### config.mk
export PLATFORM = sky130hd
export DESIGN_NAME = itlb_ptw
export DESIGN_NICKNAME = d
export VERILOG_FILES = /design/src/rtl/itlb_ptw.sv
export SDC_FILE = /design/constraint.sdc
export NUM_CORES = 1
export LEC_CHECK = 0
export CAP_MARGIN = 40
export CORE_UTILIZATION = 37
export DETAILED_ROUTE_END_ITERATION = 10
export PLACE_DENSITY = 0.86
export RECOVER_POWER = 50
export SKIP_CTS_REPAIR_TIMING = 1
export SLEW_MARGIN = 20
export SYNTH_ARGS = -nofsm -noshare
export SYNTH_HDL_FRONTEND = slang
export SYNTH_SLANG_ARGS = --single-unit
### constraint.sdc
create_clock -name clk -period 2.8 [get_ports clk]
set_input_delay 0.7 -clock clk [delete_from_list [all_inputs] [get_ports clk]]
set_output_delay 0.7 -clock clk [all_outputs]
set_load 0.1 [all_outputs]
### src/rtl/itlb_ptw.sv
// rtl/itlb_ptw.sv - two-level ITLB page-table walker, one walk in flight
// Define PTW_CACHE_EN to add a one-entry last-translation cache.
module itlb_ptw #(
  parameter int XLEN = 32,
  parameter int VPN_BITS = 20,
  parameter int PPN_BITS = 20,
  parameter int LINE_ADDR_BITS = 28,
  parameter logic [LINE_ADDR_BITS-1:0] PT_ROOT_LINE = '0
) (
  input  logic                      clk,
  input  logic                      rst,
  input  logic                      walk_req_valid,
  output logic                      walk_req_ready,
  input  logic [VPN_BITS-1:0]       walk_req_vpn,
  input  logic                      walk_req_admin,
  input  logic                      walk_flush,
  output logic                      walk_resp_valid,
  output logic [PPN_BITS-1:0]       walk_resp_ppn,
  output logic                      walk_resp_admin,
  output logic                      walk_resp_fault,
  output logic                      mem_req_valid,
  input  logic                      mem_req_ready,
  output logic [LINE_ADDR_BITS-1:0] mem_req_line,
  input  logic                      mem_resp_valid,
  input  logic [4*XLEN-1:0]         mem_resp_data
);
  typedef enum logic [2:0] {IDLE, L1_REQ, L1_WAIT, L2_REQ, L2_WAIT, DONE, DRAIN} state_t;

  state_t                    state;
  logic [VPN_BITS-1:0]       vpn;
  logic                      req_admin;
  logic                      ready_q;
  logic                      mem_req_q;
  logic                      resp_q;
  logic [XLEN-1:0]           words [4];
  logic [1:0]                word_sel;
  logic [XLEN-1:0]           pte;
  logic [LINE_ADDR_BITS-1:0] l1_line;
  logic [LINE_ADDR_BITS-1:0] l2_line;
  logic                      leaf_fault;
  logic                      unused_bits;

  for (genvar k = 0; k < 4; k++) begin : g_word
    assign words[k] = mem_resp_data[k*XLEN +: XLEN];
  end

  assign word_sel   = (state == L1_WAIT) ? vpn[11:10] : vpn[1:0];
  assign pte        = words[word_sel];
  assign l1_line    = PT_ROOT_LINE + LINE_ADDR_BITS'(walk_req_vpn[19:12]);
  assign l2_line    = LINE_ADDR_BITS'({pte[XLEN-1:XLEN-PPN_BITS], vpn[9:2]});
  assign leaf_fault = !pte[0] || (pte[1] && !req_admin);
  assign unused_bits = ^{vpn[19:12], pte[11:2]};

  // A flush this cycle hides the handshakes so no orphan read or stale result escapes.
  assign walk_req_ready  = ready_q && !walk_flush;
  assign mem_req_valid   = mem_req_q && !walk_flush;
  assign walk_resp_valid = resp_q && !walk_flush;

`ifdef PTW_CACHE_EN
  logic                c_valid;
  logic [VPN_BITS-1:0] c_vpn;
  logic [PPN_BITS-1:0] c_ppn;
  logic                c_admin;
  logic                hit;
  logic                hit_fault;
  assign hit       = c_valid && (c_vpn == walk_req_vpn);
  assign hit_fault = c_admin && !walk_req_admin;
`endif

  always_ff @(posedge clk) begin
    if (!rst) begin
      state           <= IDLE;
      vpn             <= '0;
      req_admin       <= 1'b0;
      ready_q         <= 1'b1;
      mem_req_q       <= 1'b0;
      resp_q          <= 1'b0;
      mem_req_line    <= '0;
      walk_resp_ppn   <= '0;
      walk_resp_admin <= 1'b0;
      walk_resp_fault <= 1'b0;
`ifdef PTW_CACHE_EN
      c_valid         <= 1'b0;
      c_vpn           <= '0;
      c_ppn           <= '0;
      c_admin         <= 1'b0;
`endif
    end else begin
      case (state)
        IDLE: begin
          if (walk_req_valid && !walk_flush) begin
            vpn       <= walk_req_vpn;
            req_admin <= walk_req_admin;
            ready_q   <= 1'b0;
`ifdef PTW_CACHE_EN
            if (hit) begin
              state           <= DONE;
              resp_q          <= 1'b1;
              walk_resp_fault <= hit_fault;
              walk_resp_ppn   <= hit_fault ? '0 : c_ppn;
              walk_resp_admin <= c_admin;
            end else begin
              state        <= L1_REQ;
              mem_req_q    <= 1'b1;
              mem_req_line <= l1_line;
            end
`else
            state        <= L1_REQ;
            mem_req_q    <= 1'b1;
            mem_req_line <= l1_line;
`endif
          end
        end
        L1_REQ, L2_REQ: begin
          if (walk_flush) begin
            state     <= IDLE;
            mem_req_q <= 1'b0;
            ready_q   <= 1'b1;
          end else if (mem_req_ready) begin
            mem_req_q <= 1'b0;
            state     <= (state == L1_REQ) ? L1_WAIT : L2_WAIT;
          end
        end
        L1_WAIT: begin
          if (mem_resp_valid) begin
            if (walk_flush) begin
              state   <= IDLE;
              ready_q <= 1'b1;
            end else if (!pte[0]) begin
              state           <= DONE;
              resp_q          <= 1'b1;
              walk_resp_ppn   <= '0;
              walk_resp_admin <= 1'b0;
              walk_resp_fault <= 1'b1;
            end else begin
              state        <= L2_REQ;
              mem_req_q    <= 1'b1;
              mem_req_line <= l2_line;
            end
          end else if (walk_flush) begin
            state <= DRAIN;
          end
        end
        L2_WAIT: begin
          if (mem_resp_valid) begin
            if (walk_flush) begin
              state   <= IDLE;
              ready_q <= 1'b1;
            end else begin
              state           <= DONE;
              resp_q          <= 1'b1;
              walk_resp_ppn   <= leaf_fault ? '0 : pte[XLEN-1:XLEN-PPN_BITS];
              walk_resp_admin <= pte[1];
              walk_resp_fault <= leaf_fault;
`ifdef PTW_CACHE_EN
              if (!leaf_fault) begin
                c_valid <= 1'b1;
                c_vpn   <= vpn;
                c_ppn   <= pte[XLEN-1:XLEN-PPN_BITS];
                c_admin <= pte[1];
              end
`endif
            end
          end else if (walk_flush) begin
            state <= DRAIN;
          end
        end
        DONE: begin
          state   <= IDLE;
          resp_q  <= 1'b0;
          ready_q <= 1'b1;
        end
        DRAIN: begin
          if (mem_resp_valid) begin
            state   <= IDLE;
            ready_q <= 1'b1;
          end
        end
        default: begin
          state     <= IDLE;
          ready_q   <= 1'b1;
          mem_req_q <= 1'b0;
          resp_q    <= 1'b0;
        end
      endcase
`ifdef PTW_CACHE_EN
      if (walk_flush) c_valid <= 1'b0;
`endif
    end
  end
endmodule

== Word level (Yosys, flattened, before mapping) ==
Index checks and enable logic that the tools add are counted.
Cells by class
  add/subtract/negate cells: 0
  multiply operators: 0
  divide/modulo/power cells: 0
  order comparisons: 1
  eq/ne operators: 16
  shift operators: 0
  muxes and demuxes: 55
  bitwise logic cells: 3
  reductions and logical operators: 23
Operators with widths (count)
  2-to-1 mux 20 bit: 6
  2-to-1 mux 28 bit: 4
  binary-select mux 32 bit (select 2 bit): 1
  2-to-1 mux 32 bit: 2
  case mux 28 bit (2 select lines): 1
  case mux 20 bit (2 select lines): 1
  2-to-1 mux 3 bit: 11
  2-to-1 mux 1 bit: 22
  AND reduction 6 bit: 3
  != test 2 bit, second input constant: 8
  case mux 3 bit (5 select lines): 1
  == test 3 bit, second input constant: 3
  case mux 1 bit (4 select lines): 2
  == test 3 x 2 -> 1 bit, second input constant: 2
  AND reduction 3 bit: 2
  logical AND 1 bit: 5
  AND reduction 5 bit: 1
  case mux 1 bit (2 select lines): 2
  nonzero test 2 bit: 2
  OR reduction 2 bit: 2
  OR reduction 4 bit: 1
  == test 3 x 1 -> 1 bit, second input constant: 1
  >= comparator 3 bit, second input constant: 1
  zero test 1 bit: 3
  10 further kinds: 11
Word-level totals
  bits in registers: 69
  bits in latches: 0
  RAM bits: 0
  memory bits (read-only): 0
  input bits: 155
  output and inout bits: 53
  word-level logic and storage cells: 108
  memories kept: 0

== Logic depth before layout (Yosys ltp) ==
  word-level depth: 12
  mapped depth: 8
  mapped depth without buffers: 5

== Least setup slack after synthesis ==
Ideal clock, no wire load.
  kind: input to output
  from: in walk_flush
  to: out mem_req_valid
  arrival time: 2.232 ns
  path slack: -0.132 ns
  stages on the path: 2
  path buffers: 1
  cells stage by stage: clkbuf_1 -> nor2b_1
Between the ends
  cells in the longest elaborated chain, start to end: 2
RTL lines
  start, declared: line 16  | input logic walk_flush,
  zero test 1 bit: line 56  | assign mem_req_valid = mem_req_q && !walk_flush;
  logical AND 1 bit: line 56
  end, declared: line 21  | output logic mem_req_valid,
Every way passes these cells.

== Worst setup path after layout ==
  from: in mem_resp_data[0]
  to: reg walk_resp_ppn[7]
Between the ends
  cells in the longest elaborated chain, start to end: 9
  elaborated cells on any way between the ends: 11
  those cells by class: 1 x eq/ne; 7 x mux; 3 x reduce/logical
RTL lines
  start, declared: line 25  | input logic [4*XLEN-1:0] mem_resp_data
  binary-select mux 32 bit (select 2 bit) (*): line 48  | assign pte = words[word_sel];
  2-to-1 mux 32 bit (not written as such) (*) (2 in a row): line 48
  zero test 1 bit
  logical OR 1 bit: line 51  | assign leaf_fault = !pte[0] || (pte[1] && !req_admin);
  2-to-1 mux 20 bit: line 152  | walk_resp_ppn <= leaf_fault ? '0 : pte[XLEN-1:XLEN-PPN_BITS];
  2-to-1 mux 20 bit: line 146  | if (walk_flush) begin
  2-to-1 mux 20 bit: line 145  | if (mem_resp_valid) begin
  case mux 20 bit (2 select lines): line 89  | case (state)
  end signal, assigned: line 152
  end, declared: line 18  | output logic [PPN_BITS-1:0] walk_resp_ppn,
Every way passes the cells marked *; elsewhere a longest branch is shown, timed or not. The select of a mux whose other input is x is not followed.
A chain may end at the register's enable or synchronous reset.

==> qor.txt <==
====================================================================================
CP Launch Type                                                            input port
Wire per inst                                                               16.88 um
Flip-flop and latch count after synthesis                                         69
Tightest Pin Transition                                                      1217 ps
Maximum number of pins on one net before global-route repair                      41
Wl on met1                                                                  4.328 mm
Post-layout net count                                                            672
Total power density per cell area                                       491.6 nW/um^2
Cell area after layout                                                     5139 um^2
Share of power burned in registers                                             0.414
Outcome                                                                 complete, but fails checks
Net switching power figure                                                 0.8503 mW
Post-synthesis cell count                                                        349
Maximum achievable frequency                                               392.4 MHz
Area occupied by registers                                                 1381 um^2
Area added between synthesis and finish                                       50.99%
Post-route fraction of the period consumed by the critical path               0.9101
Combinational group share of total power                                       0.306
Standard cell area after detailed placement                                5172 um^2
PnR Total Power                                                             2.526 mW
Peak supply drop                                                         0.0002562 V
Die Area                                                                   9585 um^2
Main flop type after synthesis                                               dfxtp_1
Crit path cell chain                                                    dlygate4sd3_1, mux4_2, nor3_1, o21ai_0, and2_1, buf_12, a22o_1
Remaining antenna violation count                                                  0
Data required time at the worst endpoint                                     3030 ps
Critical path type                                                      input port to flip-flop
Sw frac                                                                       0.3366
Final number of max-transition violations                                          0
Worst setup slack after layout                                              251.6 ps
DR iter-0 viols                                                                  102
Cell types with the largest area share after synthesis                  dfxtp_1, mux2i_1, a22o_1, a21oi_1, nand2_1
Final cell utilization of the core                                            0.5835
Unrepaired setup endpoints after global routing                                   no
Cts bufs inserted                                                                  9
Die extent in x                                                             97.91 um
Clock Skews                                                                 13.19 ps
Largest buffer count on any clock path                                             2
Io pins                                                                          208
Clk network pwr share                                                          0.280
First-pass iteration count of the detailed router                                  7
Number of setup violations in the final report                                     0
Kind of cell adding the most delay to the critical path                 buffers and inverters
Share of flip-flops with an asynchronous set or reset after synthesis              0
DR vias/cell                                                                   5.378
First-pass GRT wire length                                                  16.68 mm
Total track usage                                                             0.2210
WHS Endpoint                                                                  vpn[9]
Avg Synthesized Cell Area                                                 9.751 um^2
Min Clock Period, post-route                                                 2548 ps
Hold wc startpoint                                                            vpn[9]
Crit path depth                                                                    7
HPWL Detailed                                                               7.943 mm
Total via count after detailed routing                                         3,383
Routed wire length                                                          10.62 mm
Critical register-to-register path startpoint                               state[0]
Area occupied by multi-input gates                                         1881 um^2
Netlist area before placement                                              3403 um^2
Slowest CP cell                                                         dlygate4sd3_1
Endpoint class of the critical path                                        flip-flop
Standard-cell rows                                                                34
Total of max-cap violations                                                        0
Gpl congestion                                                                0.8624
Final non-filler cell total                                                      629
Static leakage                                                              2.253 nW
Number of failing hold endpoints at the final stage                                0
Post-synth cell types                                                             38
Total internal power                                                        1.676 mW
Most common cell after layout, fill and taps aside                      clkdlybuf4s50_1
Worst stage delay on the critical path                                        560 ps
Net count after synthesis                                                        504
Number of warnings reported in the yosys synthesis log                             0
Number of placed cells counting well taps                                        614
H-tree Lvls                                                                        3
Worst Path Arrival                                                           2780 ps
GR Overflow Total                                                                  0
Layout cells sized above 1                                                   0.08445
Count of flip-flops with a built-in enable after synthesis                         0
Antenna violations before repair                                                   0
Violations in the final reports                                         design-rule violations
Number of antenna cells inserted                                                   0
Die height                                                                  97.91 um
Remaining DRCs                                                                     8
Met3 Wirelength                                                               568 um
Clock transition at the registers of the reported paths                        80 ps
Placeable core region                                                      8806 um^2
Placement-stage worst setup slack                                           43.78 ps
Setup slack of the most critical reg-to-reg path                              600 ps
Clock latency reported for the late side of the worst-skew pair               330 ps
Buf/Inv on CP                                                                      2
Fill cells                                                                       812
CP Max Fanout                                                                     20
Reg-to-reg critical path endpoint                                       walk_resp_ppn[15]
Hold depth                                                                         2
Count of input and output buffers                                                167
Commonest non-fill, non-tap cells in the layout                         clkdlybuf4s50_1, mux2i_1, dfxtp_1
Final sum of negative setup slack                                               0 ps
Effective utilization at floorplan                                            0.3865
Reg2Reg Depth                                                                      5
CTS tree                                                                         yes
Sink count of the clock tree                                                      69
DR top layer                                                                    met4
Number of global-route vias before repair                                      3,428
Clock tree root buffer cell                                                 clkbuf_8
Portion of synthesized cell area occupied by the leading cell type            0.4059
Routed length on met2                                                       5.435 mm
Synth area leader                                                            dfxtp_1
Max_slew headroom                                                             0.1920
Hold crit path type                                                     flip-flop to flip-flop
Part of the Yosys area used for sequential elements                           0.4059
Final-layout worst hold slack                                               457.8 ps
====================================================================================
## power groups by stage
stage / Sequential, mW / Clock, mW / Combinational (mW)
3_5_place_dp: 1.07 / 0 / 0.791
4_1_cts: 1.05 / 0.732 / 0.793
5_1_grt: 1.05 / 0.779 / 0.825
6_report: 1.05 / 0.706 / 0.774
2_1_floorplan: 1.20 / 0 / 0.346
3_3_place_gp: 1.07 / 0 / 0.774
## metal layers
layer | global-route usage | up-vias
li1 | - | 1629
met1 | 0.2572 | 1621
met2 | 0.3917 | 112
met3 | 0.04581 | 21
met4 | 0.09441 | 0
met5 | 0 | -
## registers in the layout (all words and copies together), names as in the netlist, 3 cells and up
name and count:
vpn 12, mem_req_line 28, walk_resp_ppn 20, state 3
## layout make-up
type / count / share of cell area
Clock buffer: 9 / 0.02411
Clock inverter: 6 / 0.008035
Inverter: 4 / 0.002922
Multi-Input combinational cell: 247 / 0.3660
Sequential cell: 69 / 0.2688
Tap cell: 108 / 0.02630
Timing Repair Buffer: 186 / 0.3039
## worst max path at each step
stage | to | from | slack [ps]
CTS | walk_req_ready | walk_flush | 310
floorplan | mem_req_valid | walk_flush | -130
detailed placement | walk_resp_ppn[5] | mem_resp_data[0] | 40
finish | walk_resp_ppn[7] | mem_resp_data[0] | 250
global placement | mem_req_line[10] | mem_resp_data[0] | 6
global route | walk_resp_ppn[7] | mem_resp_data[0] | 190
## cell usage after synthesis (4+ instances only)
| master | count |
|---|---|
| nor3_1 | 5 |
| mux2i_1 | 71 |
| clkbuf_1 | 18 |
| nor2b_1 | 6 |
| nand2_1 | 30 |
| a22o_1 | 40 |
| dfxtp_1 | 69 |
| buf_6 | 4 |
| mux4_2 | 4 |
| nand3_1 | 4 |
| o21ai_0 | 7 |
| buf_2 | 5 |
| a21oi_1 | 24 |
| nor2_1 | 23 |
| a211oi_1 | 8 |
## cell families (layout without fill, tap and decap cells)
kind of cell / count (synthesis) / count (layout) / share of synthesized area
buffers and inverters: 33 / 205 / 0.04705
muxes: 76 / 76 / 0.2419
AOI/OAI and AO/OA: 91 / 91 / 0.1952
DFF: 69 / 69 / 0.4059
and+or+nand+nor: 80 / 80 / 0.1099
## worst min-delay path, delay by kind of cell (launching register included)
| family | cells | cell delay [ps] |
|---|---|---|
| flip-flops | 1 | 310 |
| AND/OR/NAND/NOR | 1 | 50 |
| AO/OA/AOI/OAI | 1 | 50 |
(Power assumes the default switching activity.)
